**src/rtl/conv_pkg.sv**
```systemverilog
// Shared types and width helpers for the streaming 1-D convolution engine.
package conv_pkg;

  typedef enum logic {
    FILL = 1'b0,
    RUN  = 1'b1
  } state_t;

  // Working width of the saturation helper; wide enough for any sum width.
  localparam int SAT_W = 64;

  // Ceiling log2, never less than 1 so it can size an index port.
  function automatic int clog2(input int n);
    int r;
    r = 0;
    while ((32'sd1 <<< r) < n) r = r + 1;
    if (r < 1) r = 1;
    return r;
  endfunction

  // Unsigned sample (plus a zero sign bit) times signed coefficient.
  function automatic int prod_w(input int data_w, input int coef_w);
    return data_w + coef_w + 1;
  endfunction

  // Sum of taps products; the extra clog2(taps) bits rule out overflow.
  function automatic int sum_w(input int data_w, input int coef_w, input int taps);
    return prod_w(data_w, coef_w) + clog2(taps);
  endfunction

  // Optional ReLU clamp, then signed saturation to out_w bits.
  function automatic logic signed [SAT_W-1:0] sat_relu(
    input logic signed [SAT_W-1:0] x,
    input int                      out_w,
    input logic                    relu
  );
    logic signed [SAT_W-1:0] hi;
    logic signed [SAT_W-1:0] lo;
    hi = (64'sd1 <<< (out_w - 1)) - 64'sd1;
    lo = -(64'sd1 <<< (out_w - 1));
    if (relu && x[SAT_W-1]) return '0;
    if (x > hi) return hi;
    if (x < lo) return lo;
    return x;
  endfunction

endpackage

```
**src/rtl/conv_add_tree.sv**
```systemverilog
// Registered reduction of N signed products into one full-width sum.
module conv_add_tree
  import conv_pkg::*;
#(
  parameter int N     = 5,
  parameter int IN_W  = 9,
  parameter int SUM_W = IN_W + clog2(N)
) (
  input  logic                    clk,
  input  logic                    rst_n,
  input  logic                    i_en,
  input  logic                    i_vld,
  input  logic                    i_last,
  input  logic signed [IN_W-1:0]  i_prod [N],
  output logic                    o_vld,
  output logic                    o_last,
  output logic signed [SUM_W-1:0] o_sum
);

  logic signed [SUM_W-1:0] w_acc;

  // Sign-extend every product to the sum width and add them up
  always_comb begin
    w_acc = '0;
    for (int i = 0; i < N; i++) begin
      w_acc = w_acc + SUM_W'(i_prod[i]);
    end
  end

  // Sum stage control: valid and frame-end flag, cleared by reset
  always_ff @(posedge clk or negedge rst_n) begin
    if (!rst_n) begin
      o_vld  <= 1'b0;
      o_last <= 1'b0;
    end else if (i_en) begin
      o_vld  <= i_vld;
      o_last <= i_last;
    end
  end

  // Sum stage data: only meaningful while o_vld is set
  always_ff @(posedge clk) begin
    if (i_en) begin
      o_sum <= w_acc;
    end
  end

endmodule

```
**src/rtl/conv1d_stream.sv**
```systemverilog
// Streaming 1-D convolution: sliding window x loadable signed kernel,
// 3-stage product/sum/output pipeline with ReLU and saturation, and a
// single global stall driven by the output handshake.
module conv1d_stream
  import conv_pkg::*;
#(
  parameter int DATA_W = 4,
  parameter int COEF_W = 4,
  parameter int TAPS   = 5,
  parameter int OUT_W  = 8
) (
  input  logic                       clk,
  input  logic                       rst_n,
  input  logic [DATA_W-1:0]          in_data,
  input  logic                       in_valid,
  input  logic                       in_last,
  output logic                       in_ready,
  input  logic                       coef_wr,
  input  logic [clog2(TAPS)-1:0]     coef_addr,
  input  logic signed [COEF_W-1:0]   coef_data,
  input  logic                       relu_en,
  output logic signed [OUT_W-1:0]    out_data,
  output logic                       out_valid,
  output logic                       out_last,
  input  logic                       out_ready
);

  localparam int PROD_W = prod_w(DATA_W, COEF_W);
  localparam int SUM_W  = sum_w(DATA_W, COEF_W, TAPS);
  localparam int CNT_W  = clog2(TAPS);

  logic                     w_adv;
  logic                     w_accept;
  logic                     w_launch;
  state_t                   r_state;
  state_t                   w_state_nxt;
  logic [CNT_W-1:0]         r_cnt;
  logic [CNT_W-1:0]         w_cnt_nxt;

  logic [DATA_W-1:0]        r_win  [TAPS];
  logic signed [COEF_W-1:0] r_coef [TAPS];
  logic                     r_vld_p0;
  logic                     r_last_p0;

  logic signed [PROD_W-1:0] r_prod_p1 [TAPS];
  logic                     r_vld_p1;
  logic                     r_last_p1;

  logic signed [SUM_W-1:0]  w_sum_p2;
  logic                     w_vld_p2;
  logic                     w_last_p2;

  logic signed [OUT_W-1:0]  r_out_data;
  logic                     r_out_vld;
  logic                     r_out_last;

  // Whole pipeline moves together; it only freezes when a result is stuck
  assign w_adv    = ~r_out_vld | out_ready;
  assign in_ready = w_adv;
  assign w_accept = in_valid & w_adv;

  assign out_data  = r_out_data;
  assign out_valid = r_out_vld;
  assign out_last  = r_out_last;

  // Next-state logic: decide when an accept completes a window and launches it
  always_comb begin
    w_state_nxt = r_state;
    w_cnt_nxt   = r_cnt;
    w_launch    = 1'b0;
    if (w_accept) begin
      case (r_state)
        FILL: begin
          if (r_cnt == CNT_W'(TAPS - 1)) begin
            w_launch    = 1'b1;
            w_state_nxt = RUN;
          end else begin
            w_cnt_nxt = r_cnt + CNT_W'(1);
          end
        end
        RUN:     w_launch = 1'b1;
        default: w_launch = 1'b0;
      endcase
      if (in_last) begin
        w_state_nxt = FILL;
        w_cnt_nxt   = '0;
      end
    end
  end

  // FSM state register
  always_ff @(posedge clk or negedge rst_n) begin
    if (!rst_n) begin
      r_state <= FILL;
      r_cnt   <= '0;
    end else if (w_adv) begin
      r_state <= w_state_nxt;
      r_cnt   <= w_cnt_nxt;
    end
  end

  // Coefficient file; writes proceed even while the pipeline is stalled
  always_ff @(posedge clk or negedge rst_n) begin
    if (!rst_n) begin
      for (int i = 0; i < TAPS; i++) r_coef[i] <= '0;
    end else if (coef_wr) begin
      for (int i = 0; i < TAPS; i++) begin
        if (coef_addr == CNT_W'(i)) r_coef[i] <= coef_data;
      end
    end
  end

  // ---- stage p0: sliding window, newest sample enters at the top ----
  always_ff @(posedge clk or negedge rst_n) begin
    if (!rst_n) begin
      for (int i = 0; i < TAPS; i++) r_win[i] <= '0;
      r_vld_p0  <= 1'b0;
      r_last_p0 <= 1'b0;
    end else if (w_adv) begin
      if (w_accept) begin
        for (int i = 0; i < TAPS - 1; i++) r_win[i] <= r_win[i+1];
        r_win[TAPS-1] <= in_data;
      end
      r_vld_p0  <= w_launch;
      r_last_p0 <= w_launch & in_last;
    end
  end

  // ---- stage p1: per-tap products (control) ----
  always_ff @(posedge clk or negedge rst_n) begin
    if (!rst_n) begin
      r_vld_p1  <= 1'b0;
      r_last_p1 <= 1'b0;
    end else if (w_adv) begin
      r_vld_p1  <= r_vld_p0;
      r_last_p1 <= r_last_p0;
    end
  end

  // Per-tap products: zero-extended sample times signed coefficient
  always_ff @(posedge clk) begin
    if (w_adv) begin
      for (int i = 0; i < TAPS; i++) begin
        r_prod_p1[i] <= PROD_W'($signed({1'b0, r_win[i]})) * PROD_W'(r_coef[i]);
      end
    end
  end

  // ---- stage p2: registered sum of products ----
  conv_add_tree #(
    .N     (TAPS),
    .IN_W  (PROD_W),
    .SUM_W (SUM_W)
  ) u_add_tree (
    .clk    (clk),
    .rst_n  (rst_n),
    .i_en   (w_adv),
    .i_vld  (r_vld_p1),
    .i_last (r_last_p1),
    .i_prod (r_prod_p1),
    .o_vld  (w_vld_p2),
    .o_last (w_last_p2),
    .o_sum  (w_sum_p2)
  );

  // ---- output stage: ReLU / saturate, held stable while stalled ----
  always_ff @(posedge clk or negedge rst_n) begin
    if (!rst_n) begin
      r_out_vld  <= 1'b0;
      r_out_last <= 1'b0;
      r_out_data <= '0;
    end else if (w_adv) begin
      r_out_vld  <= w_vld_p2;
      r_out_last <= w_last_p2;
      r_out_data <= OUT_W'(sat_relu(SAT_W'(w_sum_p2), OUT_W, relu_en));
    end
  end

endmodule

```
**config.mk**
```make
export PLATFORM = sky130hd
export DESIGN_NAME = conv1d_stream
export DESIGN_NICKNAME = d
export VERILOG_FILES = /design/src/rtl/conv_pkg.sv /design/src/rtl/conv_add_tree.sv /design/src/rtl/conv1d_stream.sv
export SDC_FILE = /design/constraint.sdc
export NUM_CORES = 1
export LEC_CHECK = 0
export BUFFER_PORTS_ARGS = -buffer_cell sky130_fd_sc_hd__buf_2
export CAP_MARGIN = 20
export CORE_MARGIN = 1
export CORE_UTILIZATION = 45
export DETAILED_ROUTE_END_ITERATION = 16
export GPL_ROUTABILITY_DRIVEN = 1
export PLACE_DENSITY = 0.62
export SETUP_SLACK_MARGIN = 0.15
export SLEW_MARGIN = 10
export SYNTH_ARGS = -nofsm -noshare
export SYNTH_HDL_FRONTEND = slang
export SYNTH_HIERARCHICAL = 1
export SYNTH_SLANG_ARGS = --single-unit
```
**constraint.sdc**
```tcl
create_clock -name clk -period 4.3 [get_ports clk]
set_clock_uncertainty 0.05 [all_clocks]
set_input_delay 0.86 -clock clk [delete_from_list [all_inputs] [get_ports clk]]
set_output_delay 0.86 -clock clk [all_outputs]
set_load 0.01 [all_outputs]
```
======== After elaboration in Yosys (flattened, before gate mapping) ========
Cells that the tools add are included.
operators by class
  $add $sub $neg .......................... 5
  reduce and logical (&&, ||, !) cells .... 9
  multipliers ............................. 5
  muxes and demuxes ....................... 23
  eq/ne operators ......................... 7
  bitwise operators ....................... 5
  order comparisons ....................... 2
operators by type and width
  operator                                                                           count
  8-bit 2-to-1 mux                                                                   6
  5-bit by 4-bit multiplier with 9-bit output                                        5
  12-bit by 9-bit adder with 12-bit output                                           2
  1-bit 2-to-1 mux                                                                   13
  12-bit by 8-bit greater-than comparator with 1-bit output (second input constant)  1
  12-bit by 8-bit less-than comparator with 1-bit output (second input constant)     1
  2-bit AND reduction                                                                6
  10-bit by 9-bit adder with 11-bit output                                           1
  9-bit by 9-bit adder with 10-bit output                                            1
  3-bit 2-to-1 mux                                                                   3
  3-bit by 2-bit == test with 1-bit output (second input constant)                   2
  3-bit == test (second input constant)                                              2
  2-bit != test (second input constant)                                              2
  4-bit AND reduction                                                                1
  3-bit by 1-bit adder with 3-bit output (second input constant)                     1
  3-bit by 1-bit == test with 1-bit output (second input constant)                   1
  3-bit zero test                                                                    1
  1-bit bitwise AND                                                                  2
  1-bit NOT                                                                          2
  1-bit case mux with 2 select lines                                                 1
  1-bit logical AND                                                                  1
  1-bit bitwise OR                                                                   1
word-level totals
  output and inout port bits .............. 11
  input bits .............................. 18
  bits in registers ....................... 117
  logic and storage cells ................. 83

======== Depth between registers and ports, before layout ========
Gate-level depths: netlist of the first run.
  depth in word-level cells ............... 11
  mapped depth ............................ 13
  depth with buffers taken out ............ 13

======== Hierarchy ========
The synthesis of the first run kept the hierarchy.
by module, submodules not included
  module         area an instance (um2)  times used  cells an instance
  conv1d_stream  6418.7                  1           538
  conv_add_tree  1767.9                  1           176

======== Worst setup path after synthesis of the first run ========
Ideal clock, no wire load.
  path type ............................... reg-to-reg
  from .................................... register r_prod_p1[2] (netlist name)
  to ...................................... register u_add_tree.o_sum[9], data pin
  path slack .............................. 0.679 ns
  stages on the path, launching flop included .. 13
  buffers on the path ..................... 0
  period minus slack after synthesis ...... 3.621 ns
  arrival time ............................ 3.311 ns
  cells stage by stage .................... edfxtp_1 -> inv_1 -> fa_1 -> inv_1 -> fa_1 -> inv_1 -> fa_1 -> inv_1 -> fa_1 -> a21o_1 -> a2111oi_4 -> a21oi_2 -> xor2_1
on the way
  cells in the longest elaborated chain, start to end .. 1
RTL lines
  what                                      line                  RTL
  start, declared                           conv1d_stream.sv:45   logic signed [PROD_W-1:0] r_prod_p1 [TAPS];
  start signal, assigned by index           conv1d_stream.sv:144  r_prod_p1[i] <= PROD_W'($signed({1'b0, r_win[i]})) * PROD_W'(r_coef[i]);
  12-bit by 9-bit adder with 12-bit output  conv_add_tree.sv:26   w_acc = w_acc + SUM_W'(i_prod[i]);
  net u_add_tree.w_acc[9]                   conv_add_tree.sv:20   logic signed [SUM_W-1:0] w_acc;
  end signal, assigned                      conv_add_tree.sv:44   o_sum <= w_acc;
  end, declared                             conv_add_tree.sv:17   output logic signed [SUM_W-1:0] o_sum
The timed path passes the listed nets, and every way through them passes these cells.
A chain may end at the register's enable or synchronous reset.

======== Worst setup path after layout of the first run ========
Ends and elaborated chain as after synthesis.

==> results.json, run 1 <==
{
  "numCtsBuffers": 17,
  "drt_iter0_markers": 181,
  "critPathArrivalTime_ns": 3.85,
  "slew_headroom": 0.583,
  "rrSetupSlack_ns": 0.57,
  "hpwl_mm": 11.8,
  "cp_max_fo": 3,
  "portBuffers": 28,
  "core_um2": 17500,
  "cts_hold_buf": 0,
  "syn-num-nets": 885,
  "clkSinkCount": 117,
  "layout_common_cells": "141 x inv_1, 99 x ha_1, 60 x dfrtp_1",
  "required_ns": 4.42,
  "antenna_found_initial": 0,
  "syn_area_per_cell_um2": 11.5,
  "grt_remaining_overflow": 0,
  "fin_crit_sh": 0.867,
  "synthFlopType": "dfrtp_1",
  "fp.dieArea_um2": 18700,
  "row_count": 48,
  "finalCriticalPeriod_ns": 3.73,
  "yosysWarnings": 6,
  "start_util": 0.467,
  "synth-edff-count": 57,
  "die_y_um": 137,
  "vias": 4932,
  "synth_seq_cells": 117,
  "max_freq_ghz": 0.268,
  "cp-start-kind": "flip-flop",
  "placed_cells": 964,
  "first_pass_iters": 4,
  "h-tree-depth": 4,
  "setup_viol": 0,
  "final_layout_size_suffix_gt1_frac": 0.110,
  "hp-class": "primary input to async pin",
  "grt_pass1_wl_mm": 24.5,
  "clk-insertion-delay-late_ns": 0.42,
  "drc": 0,
  "ys_async_sr_fraction": 0.513,
  "hold_viol": 0,
  "worstMarginPinSlew_ns": 0.623,
  "cts_setup_buffers": 0,
  "die_x_um": 137,
  "place_congestion": 0.803,
  "clk_path_buf_depth": 2,
  "ios": 29,
  "wl_met1_mm": 6.50,
  "wl_per_cell_um": 14.6,
  "antennaDiodeCount": 0,
  "syn_inst": 714,
  "syn_to_final_growth_pct": 11.8,
  "status": "completed",
  "rsz0062_at_grt": "false",
  "finalMaxSlewViolations": 0,
  "critical_path.endpoint_type": "flip-flop",
  "crit-reg2reg-capture": "u_add_tree/o_sum[9]",
  "ys_seq_area_frac": 0.392,
  "syn_area_um2": 8190,
  "synth_cell_types": 53,
  "fin_nets": 929,
  "cts_tree": "built",
  "top_layer_used": "met4",
  "clock-root-buffer": "clkbuf_16",
  "drtAntennaViolNets": 0,
  "final_cells": 996,
  "grt_pass1_vias": 5111,
  "crit_type": "flip-flop to flip-flop",
  "reg2reg_from": "r_prod_p1[2]",
  "r2r_cells": 12,
  "grt_max_degree": 52,
  "gr-usage-all-layers": 0.175,
  "critPathMaxStageDelay_ns": 0.53,
  "crit_chain": "inv_1 -> fa_1 -> inv_1 -> fa_1 -> inv_1 -> fa_1 -> inv_1 -> fa_1 -> a21o_1 -> a2111oi_4 -> a21oi_2 -> xor2_1",
  "dr_wl_met3_um": 406,
  "layout_commonest_cell": "inv_1",
  "dr_wl_met2_mm": 7.48,
  "cp_slowest_cell": "fa_1",
  "max-cap-violations": 0,
  "path_clk_slew_ns": 0.05,
  "cts-resized-gates": 0,
  "via_per_inst": 4.95,
  "setup_tns_ns": 0,
  "routed_wl_mm": 14.6
}
-- metal layers --
| metal | vias to the layer above | GRT usage |
|---|---|---|
| li1 | 2444 | - |
| met1 | 2410 | 0.209 |
| met2 | 61 | 0.312 |
| met3 | 17 | 0.0300 |
| met4 | 0 | 0.0726 |
| met5 | - | 0 |
-- synthesized netlist by cell type (2+ instances only) --
master     number  share of area
and4bb_2        2         0.0031
nand2_1        51          0.023
nor4_1          2         0.0015
xnor2_1        26          0.028
ha_1           99           0.15
clkbuf_1        2        0.00092
inv_1         141          0.065
nand2b_1       10         0.0076
nor2_2          8         0.0061
buf_6           2         0.0028
nor2b_1         9         0.0069
nand3_1         2         0.0012
a21oi_1        20          0.012
and3_1          2         0.0015
fa_1           54           0.13
and2_1         38          0.029
o21ai_0         5         0.0031
xor2_1          4         0.0043
a211oi_1        6         0.0055
edfxtp_1       57           0.21
a21o_1         13          0.012
mux2_1         39          0.054
o2111ai_1       2         0.0021
nor2_1          9         0.0041
a2bb2oi_1       7         0.0075
dfrtp_1        60           0.18
mux2_2          3         0.0041
nor3_1          2         0.0012
o21bai_1        6         0.0055
o21ai_1        10         0.0061
-- through the flow --
step / util / instance area (um2) / worst slack [ns] / hold slack [ns]
after detailed placement: 0.490 / 8590 / 0.562 / 0.406
after global routing: 0.522 / 9150 / 0.366 / 0.431
after CTS: 0.522 / 9150 / 0.551 / 0.406
after global placement: 0.490 / 8590 / 0.582 / 0.396
final: 0.522 / 9150 / 0.572 / 0.396
after floorplan: - / 8190 / 0.679 / 0.380
-- area by class of cell --
| cell class | count | area, um2 |
|---|---|---|
| fill | 1547 | 8380 |
| multi-input combinational | 449 | 4400 |
| sequential | 117 | 3210 |
| inverter | 142 | 533 |
| clock buffer | 18 | 429 |
| tap | 225 | 282 |
| timing repair buffer | 31 | 163 |
| clock inverter | 14 | 135 |
-- worst max-delay path by stage --
stage,start,end,slack (ns),cells past startpoint
after floorplan,r_prod_p1[2],u_add_tree/o_sum[9],0.68,12
after global placement,r_prod_p1[2],u_add_tree/o_sum[11],0.58,12
after detailed placement,r_prod_p1[2],u_add_tree/o_sum[9],0.56,12
after CTS,r_prod_p1[2],u_add_tree/o_sum[11],0.55,12
after global routing,r_prod_p1[1],u_add_tree/o_sum[11],0.37,11
final,r_prod_p1[2],u_add_tree/o_sum[9],0.57,12
-- flip-flops by register name (all words and copies together), names as in the netlist --
signal             cells
r_vld_p1               1
r_vld_p0               1
r_last_p1              1
r_prod_p1             45
out_data               8
r_win                 20
r_state                1
u_add_tree/o_sum      12
u_add_tree/o_last      1
r_coef                20
out_last               1
r_last_p0              1
out_valid              1
u_add_tree/o_vld       1
r_cnt                  3
-- critical path: cells and delay by family, from the launching register on --
kind	cells	cell delay, ns
fa+ha+maj	4	2.03
compound gates	3	0.71
xor+xnor	1	0.15
buf+inv	4	0.23
flops	1	0.32
-- cell families after synthesis --
logic type | share of synthesized area
flip-flops | 0.392
XOR/XNOR | 0.0321
AND/OR/NAND/NOR | 0.0978
AO/OA/AOI/OAI | 0.0662
buffers and inverters | 0.0703
adder cells (fa/ha/maj) | 0.283
multiplexers | 0.0578
Power of run 1 is not shown: default switching activity piles up to over one toggle a cycle in this logic, so the estimate is an artifact.
==> inputs of run 2 (changes only) <==
SYNTH_HIERARCHICAL = default   (was 1)
==> run 2 against run 1 <==
Effect of this change:
- synthesized cell count is 1.3% lower
- critical path depth grew 7
- wire length decreased by 1.3%
==> results.json, run 2 <==
{
  "via_per_inst": 4.93,
  "max_freq_ghz": 0.238,
  "required_ns": 4.41,
  "clk_path_buf_depth": 2,
  "synth_top_area_share": 0.214,
  "synth_cell_types": 47,
  "setup_tns_ns": 0,
  "cp_max_fo": 4,
  "yosysWarnings": 0,
  "grt_max_degree": 65,
  "max-cap-violations": 0,
  "numCtsBuffers": 17,
  "die_x_um": 135,
  "portBuffers": 28,
  "fp.dieArea_um2": 18300,
  "hpwl_mm": 11.7,
  "critPathLaunch": "r_prod_p1[19]",
  "largest_reg_flops": 45,
  "rsz0062_at_grt": "true",
  "path_clk_slew_ns": 0.06,
  "fin_crit_sh": 0.976,
  "row_count": 48,
  "cts_hold_buf": 0,
  "ys_seq_area_frac": 0.401,
  "vias": 4889,
  "grt_remaining_overflow": 0,
  "clkSinkCount": 117,
  "post-synth-top-count-cell": "ha_1",
  "status": "completed",
  "critPathArrivalTime_ns": 4.30,
  "clk-insertion-delay-late_ns": 0.41,
  "start_util": 0.462,
  "grt_pass1_vias": 5084,
  "synth_top_family_by_area": "adder cells",
  "finalCriticalPeriod_ns": 4.19,
  "synth_compound_area_frac": 0.0654,
  "reg_top3": "r_prod_p1 x45, r_coef x20, r_win x20",
  "routed_wl_mm": 14.4,
  "yosys.area.top_type": "edfxtp_1",
  "syn_inst": 705,
  "hold_start": "u_add_tree.o_vld",
  "syn_to_final_growth_pct": 13.2,
  "antennaDiodeCount": 0,
  "synth.area.mux_share": 0.0532,
  "whs_ns": 0.410,
  "grt_pass1_wl_mm": 24.4,
  "ios": 29,
  "hp-class": "flip-flop to flip-flop",
  "drt_iter0_markers": 196,
  "crit_type": "flip-flop to flip-flop",
  "synth-edff-count": 57,
  "gr-usage-all-layers": 0.175,
  "final_layout_size_suffix_gt1_frac": 0.119,
  "regMostFlops": "r_prod_p1",
  "synth.area.top_cells": "edfxtp_1 21%, dfrtp_1 19%, ha_1 17%",
  "synth_commonest_cells": "106 x ha_1, 105 x inv_1, 65 x nand2_1, 60 x dfrtp_1, 57 x edfxtp_1",
  "hold_viol": 0,
  "first_pass_iters": 4,
  "die_y_um": 135,
  "utilization": 0.522,
  "fillers": 1500,
  "worstMarginPinSlew_ns": 0.789,
  "clock-root-buffer": "clkbuf_16",
  "wl_per_cell_um": 14.5,
  "finalMaxSlewViolations": 0,
  "layout_common_cells": "104 x ha_1, 101 x inv_1, 65 x nand2_1",
  "reg2reg_from": "r_prod_p1[19]",
  "antenna_found_initial": 0,
  "fin_nets": 925,
  "core_um2": 17400,
  "drc": 0,
  "slew_headroom": 0.474,
  "syn_area_um2": 8010,
  "synthSimpleGateAreaFrac": 0.104,
  "setup_viol": 0,
  "ys_async_sr_fraction": 0.513,
  "syn_area_per_cell_um2": 11.4,
  "cts_tree": "built",
  "multi_input_area_um2": 4420,
  "regArea_um2": 3210,
  "synth-adder-area-share": 0.283,
  "drtAntennaViolNets": 0,
  "h-tree-depth": 4,
  "layout_commonest_cell": "ha_1",
  "synthXorXnorAreaFrac": 0.0394,
  "cp-start-kind": "flip-flop",
  "synthFlopType": "dfrtp_1",
  "critical_path.endpoint_type": "flip-flop",
  "syn-num-nets": 876,
  "synth_seq_cells": 117,
  "place_congestion": 0.834
}
[run 2: layer usage]
layer / GRT usage / wire length (um) / vias up
met5: 0 / 0 / -
met3: 0.0329 / 320 / 16
met4: 0.0699 / 225 / 0
met2: 0.296 / 7120 / 45
met1: 0.221 / 6740 / 2360
li1: - / - / 2468
[run 2: cell type report]
class	count	share of cell area
Sequential cell	117	0.354
Multi-Input combinational cell	477	0.487
Tap cell	225	0.0310
Clock buffer	20	0.0516
Clock inverter	12	0.0103
Timing Repair Buffer	35	0.0213
Inverter	106	0.0442
[run 2: worst max-delay path, stage by stage, from the launching register on]
cell	delay, ns
edfxtp_1	0.33
inv_2	0.04
fa_1	0.52
inv_1	0.04
ha_2	0.18
inv_2	0.05
fa_2	0.20
inv_2	0.03
a21o_1	0.16
a41o_1	0.19
o41a_1	0.41
xnor2_2	0.15
fa_1	0.49
inv_2	0.05
ha_4	0.25
a21oi_2	0.14
nand2_1	0.08
or3_4	0.34
o221ai_4	0.14
xnor2_1	0.08
[run 2: timing repair]
item,in CTS,in global routing
cloned,0,0
pin swaps,6,8
setup buffers,1,2
setup endpoints to repair,1,4
resized for setup,5,6
[run 2: logic make-up (layout without fill, tap and decap cells)]
family | count (synthesis) | count (layout)
AND/OR/NAND/NOR | 164 | 164
adder cells (fa/ha/maj) | 153 | 153
flip-flops | 117 | 117
buffers and inverters | 111 | 173
AO/OA/AOI/OAI | 86 | 86
multiplexers | 38 | 38
XOR/XNOR | 36 | 36
[run 2: path summary, 6_finish.rpt]
path                                              to  slack, ns  cells after the start
worst min-delay path                u_add_tree.o_vld       0.41                      2
min in group asynchronous                out_data[7]       0.47                      1
worst min register to register      u_add_tree.o_vld       0.41                      2
worst max-delay path            u_add_tree.o_sum[11]       0.11                     19
worst max register to register  u_add_tree.o_sum[11]       0.11                     19
max in group asynchronous                  r_win[14]       2.87                      2
[run 2: through the flow]
step,std cells,setup WS [ns],cell area [um2]
6_report,992,0.105,9070
5_1_grt,992,-0.0646,9070
4_1_cts,990,0.112,9020
3_5_place_dp,957,-0.000678,8440
3_3_place_gp,957,0.0600,8440
2_1_floorplan,705,0.160,8020
Power of run 2 is left out for the same reason.
==> inputs of run 3 (changes only) <==
clock period = 4 ns   (was 4.3 ns; I/O delays follow)
==> run 3 against run 2 <==
Effect of this change:
- the run now ends with negative setup slack left
- first-iteration DRC count down 7.1%
- register-to-register slack worse by 0.30 ns
- core utilization up 1.9 points
- wire length up 2.5%
- worst hold slack worse by 0.21 ns
- sequential cell count unchanged
- global-route usage up 0.62 points
- cell count up 1.3%
- die area unchanged
- design area up 3.7%
- sequential share of layout area down 1.3 points
- critical path depth unchanged
==> results.json, run 3 (same netlist as run 2, synthesis figures left out) <==
{
  "reg2reg_from": "r_prod_p1[19]",
  "layout_commonest_cell": "ha_1",
  "final_layout_size_suffix_gt1_frac": 0.156,
  "antenna_found_initial": 0,
  "grt_pass1_vias": 5312,
  "path_clk_slew_ns": 0.06,
  "routed_wl_mm": 14.8,
  "crit_top_cell": "inv_2",
  "max_freq_ghz": 0.239,
  "h-tree-depth": 4,
  "rrSetupSlack_ns": -0.19,
  "antennaDiodeCount": 0,
  "fin_nets": 938,
  "reg_top3": "r_prod_p1 x45, r_coef x20, r_win x20",
  "hold_viol": 0,
  "required_ns": 4.12,
  "grt_pass1_wl_mm": 25.4,
  "pre_cts_slack_ns": -0.198,
  "numCtsBuffers": 17,
  "grt_remaining_overflow": 0,
  "hpwl_mm": 11.6,
  "drc": 0,
  "die_x_um": 135,
  "grt_max_degree": 53,
  "vias": 4934,
  "cp_top_family": "adder cells",
  "crit_chain": "inv_2 -> fa_1 -> inv_1 -> ha_2 -> inv_2 -> fa_2 -> inv_2 -> a21o_1 -> a41o_1 -> o41a_1 -> xnor2_2 -> fa_1 -> inv_2 -> ha_4 -> a21oi_2 -> nand2_1 -> or3_1 -> o221ai_2 -> xnor2_1",
  "violations": "negative setup slack",
  "row_count": 48,
  "setup_viol": 2,
  "critical_path.endpoint_type": "flip-flop",
  "core_um2": 17400,
  "largest_reg_flops": 45,
  "cp_max_fo": 4,
  "portBuffers": 28,
  "start_util": 0.462,
  "worstMarginPinSlew_ns": 0.639,
  "critPathArrivalTime_ns": 4.31,
  "die_y_um": 135,
  "critPathMaxStageDelay_ns": 0.52,
  "clk-insertion-delay-late_ns": 0.42,
  "layout_setup_ws_ns": -0.190,
  "wl_per_cell_um": 14.7,
  "status": "finished, violations left",
  "via_per_inst": 4.91,
  "crit_type": "flip-flop to flip-flop",
  "first_pass_iters": 4,
  "cp-start-kind": "flip-flop",
  "r2r_cells": 19,
  "clk_path_buf_depth": 2,
  "cp_slowest_cell": "fa_1",
  "clkSinkCount": 117,
  "finalMaxSlewViolations": 0,
  "max-cap-violations": 0,
  "gr-usage-all-layers": 0.181,
  "drt_iter0_markers": 182,
  "ios": 29,
  "cts_tree": "built",
  "regMostFlops": "r_prod_p1",
  "place_congestion": 0.797,
  "fin_crit_sh": 1.05,
  "crit-reg2reg-capture": "u_add_tree.o_sum[11]",
  "cts_hold_buf": 0,
  "slew_headroom": 0.574,
  "finalCriticalPeriod_ns": 4.19,
  "rsz0062_at_grt": "true",
  "path_buf_inv": 5,
  "hp-class": "primary input to async pin",
  "syn_to_final_growth_pct": 17.3,
  "layout_common_cells": "101 x ha_1, 100 x inv_1, 64 x nand2_1",
  "drtAntennaViolNets": 0,
  "fp.dieArea_um2": 18300,
  "clock-root-buffer": "clkbuf_16"
}
-- run 3: changes by cell type in the layout (fill, tap and decap cells not counted), sizes merged --
cell      previous run  this run
buf                 35        48
clkinv               4         1
clkinvlp             3         0
bufinv               0         1
clkbuf              20        19
inv                111       117
-- run 3: cell type report --
type	instances	area, um2
Clock buffer	19	475
Multi-Input combinational cell	477	4570
Inverter	106	400
Fill cell	1475	7960
Timing Repair Buffer	48	322
Tap cell	225	282
Clock inverter	13	141
Sequential cell	117	3210
-- run 3: worst register-to-register path, stage by stage, from the launching register on --
cell	delay, ns
edfxtp_1	0.34
inv_2	0.04
fa_1	0.52
inv_1	0.04
ha_2	0.18
inv_2	0.06
fa_2	0.21
inv_2	0.04
a21o_1	0.16
a41o_1	0.25
o41a_1	0.35
xnor2_2	0.15
fa_1	0.50
inv_2	0.05
ha_4	0.25
a21oi_2	0.13
nand2_1	0.07
or3_1	0.32
o221ai_2	0.15
xnor2_1	0.09
-- run 3: worst max path at each step --
| stage | from | to | cells past startpoint | slack [ns] |
|---|---|---|---|---|
| after floorplan | r_prod_p1[19] | u_add_tree.o_sum[11] | 19 | -0.03 |
| after detailed placement | r_prod_p1[19] | u_add_tree.o_sum[11] | 19 | -0.20 |
| after global placement | r_prod_p1[19] | u_add_tree.o_sum[11] | 19 | -0.12 |
| after global routing | r_prod_p1[19] | u_add_tree.o_sum[11] | 19 | -0.41 |
| final | r_prod_p1[19] | u_add_tree.o_sum[11] | 19 | -0.19 |
| after CTS | r_prod_p1[19] | u_add_tree.o_sum[11] | 19 | -0.21 |
-- run 3: what timing repair did --
action / CTS / global route
pin swaps: 9 / 14
setup endpoints to repair: 5 / 6
hold endpoints to repair: 0 / 0
gates resized for setup: 21 / 17
gates cloned: 0 / 0
buffers inserted: 3 / 3
-- run 3: layer usage --
metal,up-vias,part of all wire,GRT usage
met5,-,0,0
met2,52,0.49,0.308
li1,2490,-,-
met1,2376,0.47,0.230
met4,0,0.014,0.0730
met3,16,0.020,0.0314
-- run 3: through the flow --
stage | setup TNS [ns] | area, um2 | cells | hold slack [ns] | util
after CTS | -0.301 | 9270 | 1001 | 0.412 | 0.534
after detailed placement | -0.211 | 8520 | 966 | 0.398 | 0.491
final | -0.368 | 9400 | 1005 | 0.204 | 0.542
after global placement | -0.121 | 8520 | 966 | 0.390 | 0.491
after floorplan | -0.0328 | 8030 | 705 | 0.380 | -
after global routing | -0.890 | 9400 | 1005 | 0.204 | 0.542
Power of run 3 is left out for the same reason.
